`src/rtl/apu_cfg_arbiter.sv`:
```
// -----------------------------------------------------------------------------
// apu_cfg_arbiter
//
// Purpose: arbitrates config-register writes from two requesters (host and
// sequencer) into a small write queue. Queued writes are committed to the
// config file only at sample boundaries. Up to MAX_BURST writes are committed
// per sample_tick, one per cycle, through a registered write port.
//
// Handshake: a request transfers on any rising edge where reqN_valid and
// reqN_ready are both high. Ready depends on the valids and on the queue
// state, and never feeds back into the grant. At most one transfer per cycle.
//
// Parameters:
//   FIFO_DEPTH  write-queue entries (power of two, >= 2)
//   MAX_BURST   max writes committed per sample boundary (>= 1)
//
// Ports:
//   clk, reset        single clock, synchronous active-high reset
//   sample_tick       pulse on the last cycle of each sample period
//   req0_*            host requester       (valid/ready, addr, data, be)
//   req1_*            sequencer requester  (valid/ready, addr, data, be)
//   cfg_we            byte enables of the committed write (0 = no write)
//   cfg_w_addr/data   committed write address/data (hold between writes)
//   busy              high while the drain FSM is in DRAIN (FSM state view)
//   fifo_count        current queue occupancy
//
// Build option:
//   APU_CFG_FIXED_PRIO_EN  defined   -> requester 0 always wins a tie
//                          undefined -> round-robin on ties (default)
// -----------------------------------------------------------------------------
module apu_cfg_arbiter #(
    parameter int FIFO_DEPTH = 4,
    parameter int MAX_BURST  = 4
) (
    input  logic                          clk,
    input  logic                          reset,
    input  logic                          sample_tick,
    input  logic                          req0_valid,
    output logic                          req0_ready,
    input  logic [2:0]                    req0_addr,
    input  logic [15:0]                   req0_data,
    input  logic [1:0]                    req0_be,
    input  logic                          req1_valid,
    output logic                          req1_ready,
    input  logic [2:0]                    req1_addr,
    input  logic [15:0]                   req1_data,
    input  logic [1:0]                    req1_be,
    output logic [1:0]                    cfg_we,
    output logic [2:0]                    cfg_w_addr,
    output logic [15:0]                   cfg_w_data,
    output logic                          busy,
    output logic [$clog2(FIFO_DEPTH):0]   fifo_count
);

    localparam int PW = $clog2(FIFO_DEPTH);
    localparam int CW = PW + 1;
    localparam int BW = $clog2(MAX_BURST + 1);
    localparam int EW = 21;  // {addr[2:0], data[15:0], be[1:0]}

    typedef enum logic {
        IDLE  = 1'b0,
        DRAIN = 1'b1
    } state_t;

    state_t          state_q, state_d;
    logic [PW-1:0]   wr_ptr_q, rd_ptr_q;
    logic [CW-1:0]   count_q;
    logic [BW-1:0]   burst_q;
    logic [EW-1:0]   mem [FIFO_DEPTH];

    logic            full, empty;
    logic            prefer0;
    logic            grant0, grant1;
    logic            acc0, acc1, push, pop;
    logic            last_pop, burst_hit;
    logic [EW-1:0]   push_entry, head;

    assign full  = (count_q == CW'(FIFO_DEPTH));
    assign empty = (count_q == '0);

    // ---------------------------------------------------------------- arbiter
`ifdef APU_CFG_FIXED_PRIO_EN
    assign prefer0 = 1'b1;
`else
    // High when requester 1 took the most recent transfer, so requester 0
    // is favoured on the next tie.
    logic last_grant_q;
    assign prefer0 = last_grant_q;

    always_ff @(posedge clk) begin
        if (reset) begin
            last_grant_q <= 1'b1;
        end else if (acc0) begin
            last_grant_q <= 1'b0;
        end else if (acc1) begin
            last_grant_q <= 1'b1;
        end
    end
`endif

    // Grant is a function of the valids and the tie-break only; readiness
    // additionally requires queue space and reset being released.
    assign grant0     = req0_valid && (!req1_valid || prefer0);
    assign grant1     = req1_valid && (!req0_valid || !prefer0);
    assign req0_ready = !reset && !full && grant0;
    assign req1_ready = !reset && !full && grant1;
    assign acc0       = req0_valid && req0_ready;
    assign acc1       = req1_valid && req1_ready;
    assign push       = acc0 || acc1;
    assign push_entry = acc0 ? {req0_addr, req0_data, req0_be}
                             : {req1_addr, req1_data, req1_be};

    // ------------------------------------------------------------------ queue
    assign pop  = (state_q == DRAIN) && !empty;
    assign head = mem[rd_ptr_q];

    // Storage carries no reset: entries are only visible through the pointers.
    always_ff @(posedge clk) begin
        if (push) begin
            mem[wr_ptr_q] <= push_entry;
        end
    end

    always_ff @(posedge clk) begin
        if (reset) begin
            wr_ptr_q <= '0;
            rd_ptr_q <= '0;
            count_q  <= '0;
        end else begin
            if (push) wr_ptr_q <= wr_ptr_q + PW'(1);
            if (pop)  rd_ptr_q <= rd_ptr_q + PW'(1);
            count_q <= count_q + CW'(push) - CW'(pop);
        end
    end

    // ------------------------------------------------------------- drain FSM
    // A pop only empties the queue if nothing is pushed in the same cycle.
    assign last_pop  = (count_q == CW'(1)) && !push;
    assign burst_hit = (burst_q == BW'(MAX_BURST - 1));

    always_ff @(posedge clk) begin
        if (reset) begin
            state_q <= IDLE;
        end else begin
            state_q <= state_d;
        end
    end

    always_comb begin
        state_d = state_q;
        case (state_q)
            IDLE:    if (sample_tick && !empty)          state_d = DRAIN;
            DRAIN:   if (pop && (last_pop || burst_hit)) state_d = IDLE;
            default: state_d = IDLE;
        endcase
    end

    always_comb begin
        busy = (state_q == DRAIN);
    end

    // Held at zero while idle so every burst starts counting from zero.
    always_ff @(posedge clk) begin
        if (reset || (state_q == IDLE)) begin
            burst_q <= '0;
        end else if (pop) begin
            burst_q <= burst_q + BW'(1);
        end
    end

    // ------------------------------------------------------ cfg write port
    // Address/data hold between pops; a be=00 entry still updates them.
    always_ff @(posedge clk) begin
        if (reset) begin
            cfg_we     <= '0;
            cfg_w_addr <= '0;
            cfg_w_data <= '0;
        end else if (pop) begin
            cfg_we     <= head[1:0];
            cfg_w_addr <= head[20:18];
            cfg_w_data <= head[17:2];
        end else begin
            cfg_we     <= '0;
        end
    end

    assign fifo_count = count_q;

endmodule

```
`config.mk`:
```
export PLATFORM = sky130hd
export DESIGN_NAME = apu_cfg_arbiter
export DESIGN_NICKNAME = d
export VERILOG_FILES = /design/src/rtl/apu_cfg_arbiter.sv
export SDC_FILE = /design/constraint.sdc
export NUM_CORES = 1
export LEC_CHECK = 0
export ABC_AREA = 1
export BUFFER_PORTS_ARGS = -buffer_cell sky130_fd_sc_hd__buf_4
export CAP_MARGIN = 40
export CORE_AREA = 5 5 96 98
export DETAILED_ROUTE_END_ITERATION = 10
export DIE_AREA = 0 0 101 103
export GPL_TIMING_DRIVEN = 0
export HOLD_SLACK_MARGIN = 0.02
export PLACE_DENSITY = 0.94
export SLEW_MARGIN = 20
export SYNTH_ARGS = -nofsm -noshare
export SYNTH_HDL_FRONTEND = slang
export SYNTH_SLANG_ARGS = --single-unit
```
`constraint.sdc`:
```
create_clock -name clk -period 4 [get_ports clk]
set_input_delay 0.2 -clock clk [delete_from_list [all_inputs] [get_ports clk]]
set_output_delay 0.2 -clock clk [all_outputs]
set_load 0.05 [all_outputs]
```
==> summary.md <==
| Metric | Value |
|---|---|
| Synth top area share | `0.521` |
| Minimum clock period after layout | `approximately 2600 ps` |
| Wire length of the first global-routing pass | `around 21 mm` |
| Layout Skew | `4.92 ps` |
| Pin count of the biggest net entering global routing | `22` |
| Vias | `just under 4,000` |
| Starting Density | `0.578` |
| Antenna cell count | `0` |
| Final worst-path cycle share | `0.641` |
| Die ar. | `10,400 um^2` |
| Clk buf depth | `2` |
| R2R Path End | `fifo_count[2]` |
| Drt total wl | `~14 mm` |
| Final hold vios | `0` |
| Mean Syn Cell Area | `around 11 um^2` |
| WL/cell | `roughly 21 um` |
| Fill cell count | `488` |
| Ports | `74` |
| Setup TNS | `0 ps` |
| Crit path DAT | `2960 ps` |
| Class of the worst hold path | `input port to register` |
| Global route overflow | `0` |
| WP depth | `12` |
| Chip Width | `about 100 um` |
| Initial drt markers | `between 500 and 600` |
| EDFF count, synth | `between 80 and 90` |
| DR DRC count | `0` |
| Setup-failing EPs final | `0` |
| Cell taking the most area after synthesis | `edfxtp_1` |
| RSZ-0062 raised after global routing | `false` |
| Buf/Inv on CP | `4` |
| Synth top area cells | `edfxtp_1 (52%), dfxtp_1 (14%), nor2_1 (7.5%)` |
| Maximum resistive drop on vdd | `around 0.00039 V` |
| Commonest cells post-synth | `nor2_1 (97), edfxtp_1 (84), nand2_1 (66)` |
| Tightest Pin Transition | `780 ps` |
| Root buffer cell | `clkbuf_8` |
| Via density per instance | `between 5 and 6` |
| Final Max Slew Viols | `0` |
| Total track usage | `0.279` |
| H-tree depth | `4` |
| Crit path max-delay cell type | `dfxtp_1` |
| Kind of cell adding the most delay to the critical path | `adder cells` |
| FF+latch count, synth | `about 120` |
| Clk sinks | `between 100 and 150` |
| Cells along the critical path | `nor2_4, nand2_4, nand2_4, inv_6, buf_2, ha_1, inv_1, ha_1, inv_1, fa_1, o21ai_0, a21oi_1` |
| Pwr dens | `a little under 700 nW/um^2` |
| Leakage | `between 2 and 2.5 nW` |
| Area of the core | `about 8400 um^2` |
| # rows | `34` |
| Clock transition at path regs | `around 60 ps` |
| Max_cap viols | `0` |
| Cts bufs inserted | `17` |
| Critical Path Max Stage Delay | `slightly below 500 ps` |
| Layout cells sized above 1 | `0.249` |
| Yosys cell types | `30` |
| Critical path startpoint | `fifo_count[1]` |
| Antenna-violating nets left | `0` |
| CP Data Required Time | `around 4400 ps` |
| Fin worst setup slack | `1440 ps` |
| CP Max Fanout | `10` |
| Fmax | `between 300 and 400 MHz` |
| Area delta synth->final | `26.5%` |
| Crit path kind | `register to register` |
| Slew Limit Headroom | `0.479` |
| TritonRoute pass-1 iters | `7` |
| DP HPWL | `around 8.1 mm` |
| Top_reg_cell synth | `edfxtp_1` |
| Postcts setup bufs | `0` |
| R2R setup slack | `between 1000 and 1500 ps` |
| IO buf count | `between 70 and 80` |
| Final #Nets | `approximately 600` |
| Setup WS pre-CTS | `about 1600 ps` |
| Reg2reg start | `fifo_count[1]` |
| Number of global-route vias before repair | `4,120` |
| Most common cell in the netlist | `nor2_1` |
| Synth warn | `0` |
| Die Ht | `103 um` |
| Syn Nets | `about 510` |
| Worst Setup EP | `fifo_count[2]` |
| CP Capture Type | `register` |
| Area of the multi-input gates | `between 1000 and 1500 um^2` |
| Gate Count Post-Synth | `449` |
| GPL Wtd Cong | `between 0.8 and 0.9` |
| Async SR Flop Fraction | `0` |
| Worst-Skew Late Latency | `~520 ps` |
| R2r worst-path depth | `12` |
| Register area share after synthesis | `0.665` |
| FF+latch area | `around 3200 um^2` |
| Initial antenna violation count | `0` |
| TritonCTS clock tree | `yes` |
| Syn Std Cell Area | `slightly below 5000 um^2` |
| CP startpoint kind | `register` |
| Outcome | `finished clean` |
layout by cell type, fill, tap and decap left out, types with 9 or more instances in the layout:
master / instances
nor2_1: 93
a31oi_1: 20
clkbuf_16: 16
edfxtp_1: 84
o21ai_1: 13
inv_1: 18
a21oi_1: 10
buf_2: 9
o21ai_0: 51
buf_4: 74
clkbuf_1: 11
dfxtp_1: 35
nand2_1: 66
final cells by class:
type                    count  share of cell area
clock buffers              22              0.0739
clock inverters            10              0.0129
well taps                 108              0.0220
inverters                  24              0.0155
multi-input cells         283               0.231
plain buffers              23              0.0227
repair buffers             77              0.0959
flip-flops and latches    119               0.526
how the worst min path moves through the flow:
stage	from	endpoint	slack (ps)	cells past startpoint
6_report	req0_data[2]	mem[2][4]	20	3
5_1_grt	req0_data[14]	mem[3][16]	50	3
4_1_cts	req0_data[0]	mem[3][2]	20	3
3_5_place_dp	reset	fifo_count[0]	400	2
3_3_place_gp	reset	fifo_count[0]	400	2
2_1_floorplan	reset	fifo_count[0]	270	1
flip-flops by register name, summed over array words and instances, names as in the netlist, named ones only:
signal and flops:
mem 84, cfg_we 2, cfg_w_data 16, burst_q 3
busy 1, rd_ptr_q 2, last_grant_q 1, wr_ptr_q 2
fifo_count 3, cfg_w_addr 3
logic make-up (layout without fill, tap and decap cells):
family,Yosys count,in the layout,synth area share
compound gates,101,101,0.116
xor+xnor,1,1,0.00181
fa+ha+maj,9,9,0.0248
buf+inv,47,156,0.0483
flops,119,119,0.665
simple gates,172,172,0.144
where the power goes:
group,internal [mW],switching (mW)
sequential,1.51,0.106
clock,0.846,0.522
combinational,0.339,0.829
total,2.70,1.46
what timing repair did:
item	CTS	global route
hold buffers	4	0
resized for setup	0	0
endpoints found under the hold margin	7	0
worst register-to-register path, stage by stage, from the launching register on:
cell,delay (ps)
dfxtp_1,490
nor2_4,90
nand2_4,100
nand2_4,70
inv_6,100
buf_2,290
ha_1,290
inv_1,70
ha_1,150
inv_1,60
fa_1,410
o21ai_0,250
a21oi_1,70
per-layer routing:
metal,GRT usage,vias to the layer above,routed length [um],share of wire
li1,-,1734,-,-
met1,0.311,1821,4620,0.33
met2,0.476,329,7010,0.50
met3,0.0839,80,1520,0.11
met4,0.162,0,801,0.057
met5,0,-,0,0
per-stage QoR:
step / power, mW / hold slack (ps) / instances / instance area [um^2] / utilization
after floorplan: 2.36 / 271 / 449 / 4840 / -
after global placement: 2.66 / 395 / 630 / 5530 / 0.660
after detailed placement: 2.74 / 399 / 630 / 5560 / 0.663
after CTS: 4.12 / 23.1 / 666 / 6130 / 0.731
after global routing: 4.28 / 45.9 / 666 / 6130 / 0.731
final: 4.16 / 21.5 / 666 / 6130 / 0.731
Power figures use the tool's default switching activity.
